<file path="config.mk">
export PLATFORM = sky130hd
export DESIGN_NAME = seg7_scan_mux
export DESIGN_NICKNAME = d
export VERILOG_FILES = /design/src/rtl/seg7_scan_mux.sv
export SDC_FILE = /design/constraint.sdc
export NUM_CORES = 1
export LEC_CHECK = 0
export ABC_AREA = 1
export CAP_MARGIN = 15
export CORE_MARGIN = 3
export CORE_UTILIZATION = 45
export DETAILED_ROUTE_END_ITERATION = 8
export GPL_TIMING_DRIVEN = 0
export PLACE_DENSITY = 0.72
export SETUP_SLACK_MARGIN = 0.15
export SLEW_MARGIN = 20
export SYNTH_ARGS = -nofsm -noshare
export SYNTH_HDL_FRONTEND = slang
export SYNTH_SLANG_ARGS = --single-unit
</file>
<file path="constraint.sdc">
create_clock -name clk -period 5.07 [get_ports clk]
set_input_delay 1.014 -clock clk [delete_from_list [all_inputs] [get_ports clk]]
set_output_delay 1.014 -clock clk [all_outputs]
set_load 0.1 [all_outputs]
</file>
<file path="src/rtl/seg7_scan_mux.sv">
// rtl/seg7_scan_mux.sv - 4-digit common-anode 7-seg scan multiplexer with per-frame snapshot.
// Optional build macro: LEADING_ZERO_BLANK_EN (darkens leading zero digits).
module seg7_scan_mux #(
  parameter int SCAN_DIV     = 16,
  parameter int BLANK_CYCLES = 2
) (
  input  logic        clk,
  input  logic        rst,
  input  logic [15:0] value,
  input  logic [3:0]  dp_in,
  output logic [3:0]  an,
  output logic [6:0]  seg7,
  output logic        dp,
  output logic [1:0]  digit_idx,
  output logic        frame_tick
);

  localparam int CW = ($clog2(SCAN_DIV) > 0) ? $clog2(SCAN_DIV) : 1;
  localparam logic [CW-1:0] CNT_MAX = CW'(SCAN_DIV - 1);
  localparam logic [CW:0]   BLANK_W = (CW + 1)'(BLANK_CYCLES);

  generate
    if (SCAN_DIV < 2 || BLANK_CYCLES < 0 || BLANK_CYCLES >= SCAN_DIV) begin : g_bad_params
      $error("seg7_scan_mux: need SCAN_DIV >= 2 and 0 <= BLANK_CYCLES < SCAN_DIV");
    end
  endgenerate

  logic [CW-1:0] cnt_q, cnt_d;
  logic [1:0]    idx_q, idx_d;
  logic [15:0]   snap_q, snap_d;
  logic [3:0]    dp_snap_q, dp_snap_d;
  logic [3:0]    an_q, an_d;
  logic [6:0]    seg_q, seg_d;
  logic          dp_q, dp_d;
  logic          tick_q, tick_d;
  logic [3:0]    cur_nib;
  logic          lit;

  function automatic logic [6:0] hexdec(input logic [3:0] h);
    case (h)
      4'h0: hexdec = 7'b0000001;
      4'h1: hexdec = 7'b1001111;
      4'h2: hexdec = 7'b0010010;
      4'h3: hexdec = 7'b0000110;
      4'h4: hexdec = 7'b1001100;
      4'h5: hexdec = 7'b0100100;
      4'h6: hexdec = 7'b0100000;
      4'h7: hexdec = 7'b0001111;
      4'h8: hexdec = 7'b0000000;
      4'h9: hexdec = 7'b0000100;
      4'hA: hexdec = 7'b0001000;
      4'hB: hexdec = 7'b1100000;
      4'hC: hexdec = 7'b0110001;
      4'hD: hexdec = 7'b1000010;
      4'hE: hexdec = 7'b0110000;
      default: hexdec = 7'b0111000;
    endcase
  endfunction

  always_comb begin
    cnt_d     = cnt_q;
    idx_d     = idx_q;
    snap_d    = snap_q;
    dp_snap_d = dp_snap_q;
    tick_d    = 1'b0;
    if (cnt_q == CNT_MAX) begin
      cnt_d = '0;
      idx_d = idx_q + 2'd1;
      // Snapshot only at the frame boundary so a frame never mixes two input words.
      if (idx_q == 2'd3) begin
        snap_d    = value;
        dp_snap_d = dp_in;
        tick_d    = 1'b1;
      end
    end else begin
      cnt_d = cnt_q + CW'(1);
    end

    cur_nib = snap_q[{idx_q, 2'b00} +: 4];
`ifdef LEADING_ZERO_BLANK_EN
    // Lit if this digit or any higher one is nonzero or carries a decimal point.
    lit = (idx_q == 2'd0) || (|(snap_q >> {idx_q, 2'b00})) || (|(dp_snap_q >> idx_q));
`else
    lit = 1'b1;
`endif

    an_d  = ({1'b0, cnt_q} < BLANK_W) ? 4'b1111 : ~(4'b0001 << idx_q);
    seg_d = lit ? hexdec(cur_nib) : 7'b1111111;
    dp_d  = lit ? ~dp_snap_q[idx_q] : 1'b1;
  end

  always_ff @(posedge clk) begin
    if (rst) begin
      cnt_q     <= '0;
      idx_q     <= 2'd0;
      snap_q    <= 16'h0;
      dp_snap_q <= 4'h0;
      an_q      <= 4'b1111;
      seg_q     <= 7'b1111111;
      dp_q      <= 1'b1;
      tick_q    <= 1'b0;
    end else begin
      cnt_q     <= cnt_d;
      idx_q     <= idx_d;
      snap_q    <= snap_d;
      dp_snap_q <= dp_snap_d;
      an_q      <= an_d;
      seg_q     <= seg_d;
      dp_q      <= dp_d;
      tick_q    <= tick_d;
    end
  end

  assign an         = an_q;
  assign seg7       = seg_q;
  assign dp         = dp_q;
  assign digit_idx  = idx_q;
  assign frame_tick = tick_q;

endmodule
</file>
# After elaboration in Yosys (flattened, before gate mapping)

Memories as Yosys holds them, arrays and structs flattened. A register that Yosys moved wholly into a read port is not among the register bits.
Cells that the tools add are included.

Register bits after elaboration: 32
ROM bits: 112
Bits of input ports: 22
Output and inout bits: 15
Memories: 1

$add $sub $neg: 2
$lt $le $gt $ge: 2
Equal/unequal tests: 2
Shift operators: 2
Multiplexer cells: 3
Bitwise operators: 3
Reductions and logical operators: 4

Memory list:

| name            | words | bits a word | read ports | clocked after Yosys merged registers in | wr ports | line | RTL |
|---|---|---|---|---|---|---|---|
| (no name shown) | 16    | 7           | 1          | 1                                       | 0        | 40   | `case (h)` |

Operators by type and width:

| kind                  | count |
|---|---|
| $shiftx A16 B5 Y4     | 1 |
| $reduce_or A2 Y1      | 3 |
| $add A4 B1 Y4 const B | 1 |
| $eq A4 B4 Y1 const B  | 1 |
| $lt A4 B2 Y1 const B  | 1 |
| $not A4 Y4            | 1 |
| $shl A1 B2 Y4 const A | 1 |
| $lt A2 B3 Y1 const B  | 1 |
| $add A2 B1 Y2 const B | 1 |
| $bmux W1 S2           | 1 |
| $eq A2 B2 Y1 const B  | 1 |
| $mux W1               | 2 |
| $not A1 Y1            | 2 |
| $reduce_and A2 Y1     | 1 |

# Logic depth before layout (Yosys ltp)

Depth in word-level cells: 3
Gate-level depth with buffers: 12
Gate-level depth less buffers: 10

# Least setup slack after synthesis

OpenSTA, ideal clock, no wires.

Path type: reg-to-reg
From: register idx_q[0] (netlist: digit_idx[0])
To: register seg_q[6] (netlist: seg7[6])
Data arrival time: 2.255 ns
Data required time: 4.941 ns
Setup slack: 2.687 ns
Cell stages (with the launch flop): 13
Buffers on the path: 2
Path through: dfxtp_1 -> buf_6 -> inv_6 -> buf_6 -> nand2_2 -> nand3_1 -> nand2_2 -> inv_2 -> ha_1 -> inv_1 -> nand3_1 -> nand3_1 -> nand3_1

Cells in the longest elaborated chain, start to end: 1

RTL lines:

| what                     | line | RTL |
|---|---|---|
| start: declaration       | 29   | `logic [1:0] idx_q, idx_d;` |
| start signal: assignment | 104  | `idx_q <= idx_d;` |
| $shiftx A16 B5 Y4        | 79   | `cur_nib = snap_q[{idx_q, 2'b00} +: 4];` |
| end: declaration         | 33   | `logic [6:0] seg_q, seg_d;` |

Every way passes these cells.
A chain may end at the register's enable or synchronous reset.

# Final worst setup path

From: register idx_q[1] (netlist: digit_idx[1])
To: output digit_idx[1]

RTL lines:

| what             | line | RTL |
|---|---|---|
| end: declaration | 14   | `output logic [1:0] digit_idx,` |

No word-level cell between the ends.

==> metrics.md <==
| Metric | Value |
|---|---|
| CP startpoint | `digit_idx[1]` |
| Final Hold Vio Count | `0` |
| Crit path time final | `3.07 ns` |
| Die height | `69.0 um` |
| H-tree depth | `2` |
| First-pass GRT wire length | `5730 um` |
| Final setup viols | `0` |
| CP max stage delay | `1.21 ns` |
| Post-route DRC | `0` |
| Critical path's top delay family | `buffers and inverters` |
| Most frequent cells in the layout | `nor2_1 (46), nand2_1 (39), dfxtp_1 (39), clkdlybuf4s50_1 (36), nand3_1 (26)` |
| Fmax achieved | `326 MHz` |
| Most common cell after layout, fill and taps aside | `nor2_1` |
| Share of cells above drive strength 1 | `11.7%` |
| Leak | `0.968 nW` |
| Syn_area_per_cell | `7.79 um^2` |
| Largest net degree at the start of global routing | `13` |
| Hold Path Class | `reg -> reg` |
| Worst vdd ir | `0.141 mV` |
| Reg-to-Reg End | `seg7[6]` |
| Hold path start | `dp_snap_q[2]` |
| Worst Reg-to-Reg Cells | `12` |
| FF+latch count, synth | `39` |
| Port Buffers | `36` |
| Syn Inst Count | `229` |
| Via density | `4.73` |
| Critical path class | `reg -> out` |
| P&R area growth vs syn | `29.4%` |
| Multiplexer share of the synthesized area | `0%` |
| IO Count | `37` |
| Inserted Clock Buffers | `5` |
| Relative slew slack | `35.1%` |
| Synth top area cells | `dfxtp_1 (44%), nor2_1 (9.7%), nand2_1 (8.2%), ha_1 (7.7%), nand3_1 (7.3%)` |
| Worst reg-to-reg setup slack | `3.20 ns` |
| Clock transition at the registers of the reported paths | `0.08 ns` |
| Wirelength per Cell | `10.8 um` |
| Post-CTS Hold Fix Bufs | `0` |
| Total chip power | `0.000604 W` |
| Post-synthesis simple-gate area fraction | `31.5%` |
| R2r startpoint | `digit_idx[0]` |
| Overflow after GRT | `0` |
| Die Footprint | `0.00476 mm^2` |
| DP HPWL | `2540 um` |
| Sequential area share after synthesis | `43.8%` |
| Synth cell types | `18` |
| Initial antenna violation count | `0` |
| Detailed Route Iter0 Violations | `106` |
| CP bufs+invs | `1` |
| Via Count | `1,518` |
| Most area-hungry cell type in the Yosys netlist | `dfxtp_1` |
| Power per cell area | `262 mW/mm^2` |
| Adder-Cell Fraction of Synth Area | `7.71%` |
| Max Fanout on Critical Path | `9` |
| GPL Wtd Cong | `0.852` |
| Clk Latency, worst-skew pair | `0.29 ns` |
| Yosys warns | `0` |
| Die Wd | `69.0 um` |
| Setup TNS | `0 ns` |
| Synth top area share | `43.8%` |
| Worst path cell trace | `clkdlybuf4s50_1` |
| Worst Tran Pin Value | `0.970 ns` |
| Core footprint | `0.00374 mm^2` |
| Syn_nets | `262` |
| Antenna-violating nets left | `0` |
| Slowest cell on crit path | `clkdlybuf4s50_1` |
| Drt total wl | `3470 um` |
| Gr usage total | `16.6%` |
| Outcome | `finished clean` |
| Postcts setup bufs | `0` |
| Root buf cell | `clkbuf_8` |
| Hold Path Depth | `2` |
| Largest family of logic cells by synthesized area | `simple AND/OR/NAND/NOR gates` |
| Post-synthesis cell area | `0.00178 mm^2` |
| Ant. Diodes | `0` |
| Worst clock skew | `0.00513 ns` |
| Initial Util | `47.7%` |
| FP Rows | `22` |
| Critical Path RT | `4.06 ns` |
| Worst setup EP type | `primary output` |
| XOR/XNOR Fraction of Synth Area | `0%` |
| CP arrival | `2.05 ns` |
| Max-Cap Viols | `0` |
| Post-CTS resize count | `0` |
| Final nets | `305` |
| Unrepaired setup endpoints after global routing | `false` |
| Vias in the first global route | `1,340` |
| Worst path depth | `1` |
| Final Max Slew Viols | `0` |
| Clock buffer depth | `2` |
| Hold Path End | `dp_snap_q[2]` |
| Total clock sinks | `39` |
| Period utilisation layout | `60.5%` |
| Synth Area in Compound Gates | `8.84%` |
| CTS tree | `done` |
| First drt pass iteration count | `4` |
| CP Launch Type | `register` |
stage by stage:
step | cell area [um^2] | cells | setup WS (ns) | utilization [%] | hold WS, ns
2_1_floorplan | 1780 | 229 | 2.69 | - | 0.418
3_3_place_gp | 2200 | 313 | 2.30 | 58.9 | 0.431
3_5_place_dp | 2200 | 313 | 2.31 | 58.9 | 0.444
4_1_cts | 2310 | 321 | 1.98 | 61.7 | 0.458
5_1_grt | 2310 | 321 | 1.94 | 61.7 | 0.481
6_report | 2310 | 321 | 2.00 | 61.7 | 0.457
cell usage after synthesis, drive strengths merged:
| master | number |
|---|---|
| inv | 16 |
| dfxtp | 39 |
| o211ai | 1 |
| o21ai | 24 |
| nand3 | 29 |
| ha | 11 |
| clkbuf | 3 |
| nor2 | 47 |
| buf | 5 |
| a21oi | 6 |
| nand2 | 48 |
power by group:
group / switching [W] / internal [W]
clock: 0.000105 / 0.000124
combinational: 0.0000371 / 0.0000243
sequential: 0.00000229 / 0.000311
sequential cells by signal (all words and copies together), names as in the netlist:
register,flops
cnt_q,4
seg7,7
dp,1
digit_idx,2
dp_snap_q,4
an,4
snap_q,16
frame_tick,1
layer usage:
metal	vias up	part of all wire [%]	global-route usage, %
li1	819	-	-
met1	656	47	19.2
met2	37	46	28.2
met3	6	5.5	5.35
met4	0	1.5	6.57
met5	-	0	0
area by class of cell:
| type | instances | area, um^2 |
|---|---|---|
| Inverter | 16 | 70.1 |
| Multi-Input combinational cell | 166 | 857 |
| Sequential cell | 39 | 781 |
| Tap cell | 48 | 60.1 |
| Timing Repair Buffer | 36 | 360 |
| Fill cell | 376 | 1440 |
| Clock buffer | 7 | 96.3 |
| Clock inverter | 1 | 7.51 |
| Buffer | 8 | 76.3 |
cell families (layout without fill, tap and decap cells):
| kind of cell | Yosys count | count (layout) |
|---|---|---|
| and+or+nand+nor | 124 | 124 |
| DFF | 39 | 39 |
| AOI/OAI and AO/OA | 31 | 31 |
| buffers and inverters | 24 | 68 |
| adders and majority gates | 11 | 11 |
worst max-delay path by stage:
stage / end / slack, ns
3_5_place_dp: digit_idx[1] / 2.31
2_1_floorplan: seg7[6] / 2.69
5_1_grt: digit_idx[1] / 1.94
6_report: digit_idx[1] / 2.00
3_3_place_gp: digit_idx[1] / 2.30
4_1_cts: digit_idx[1] / 1.98
Note: power is estimated with default switching activity, not from simulation.
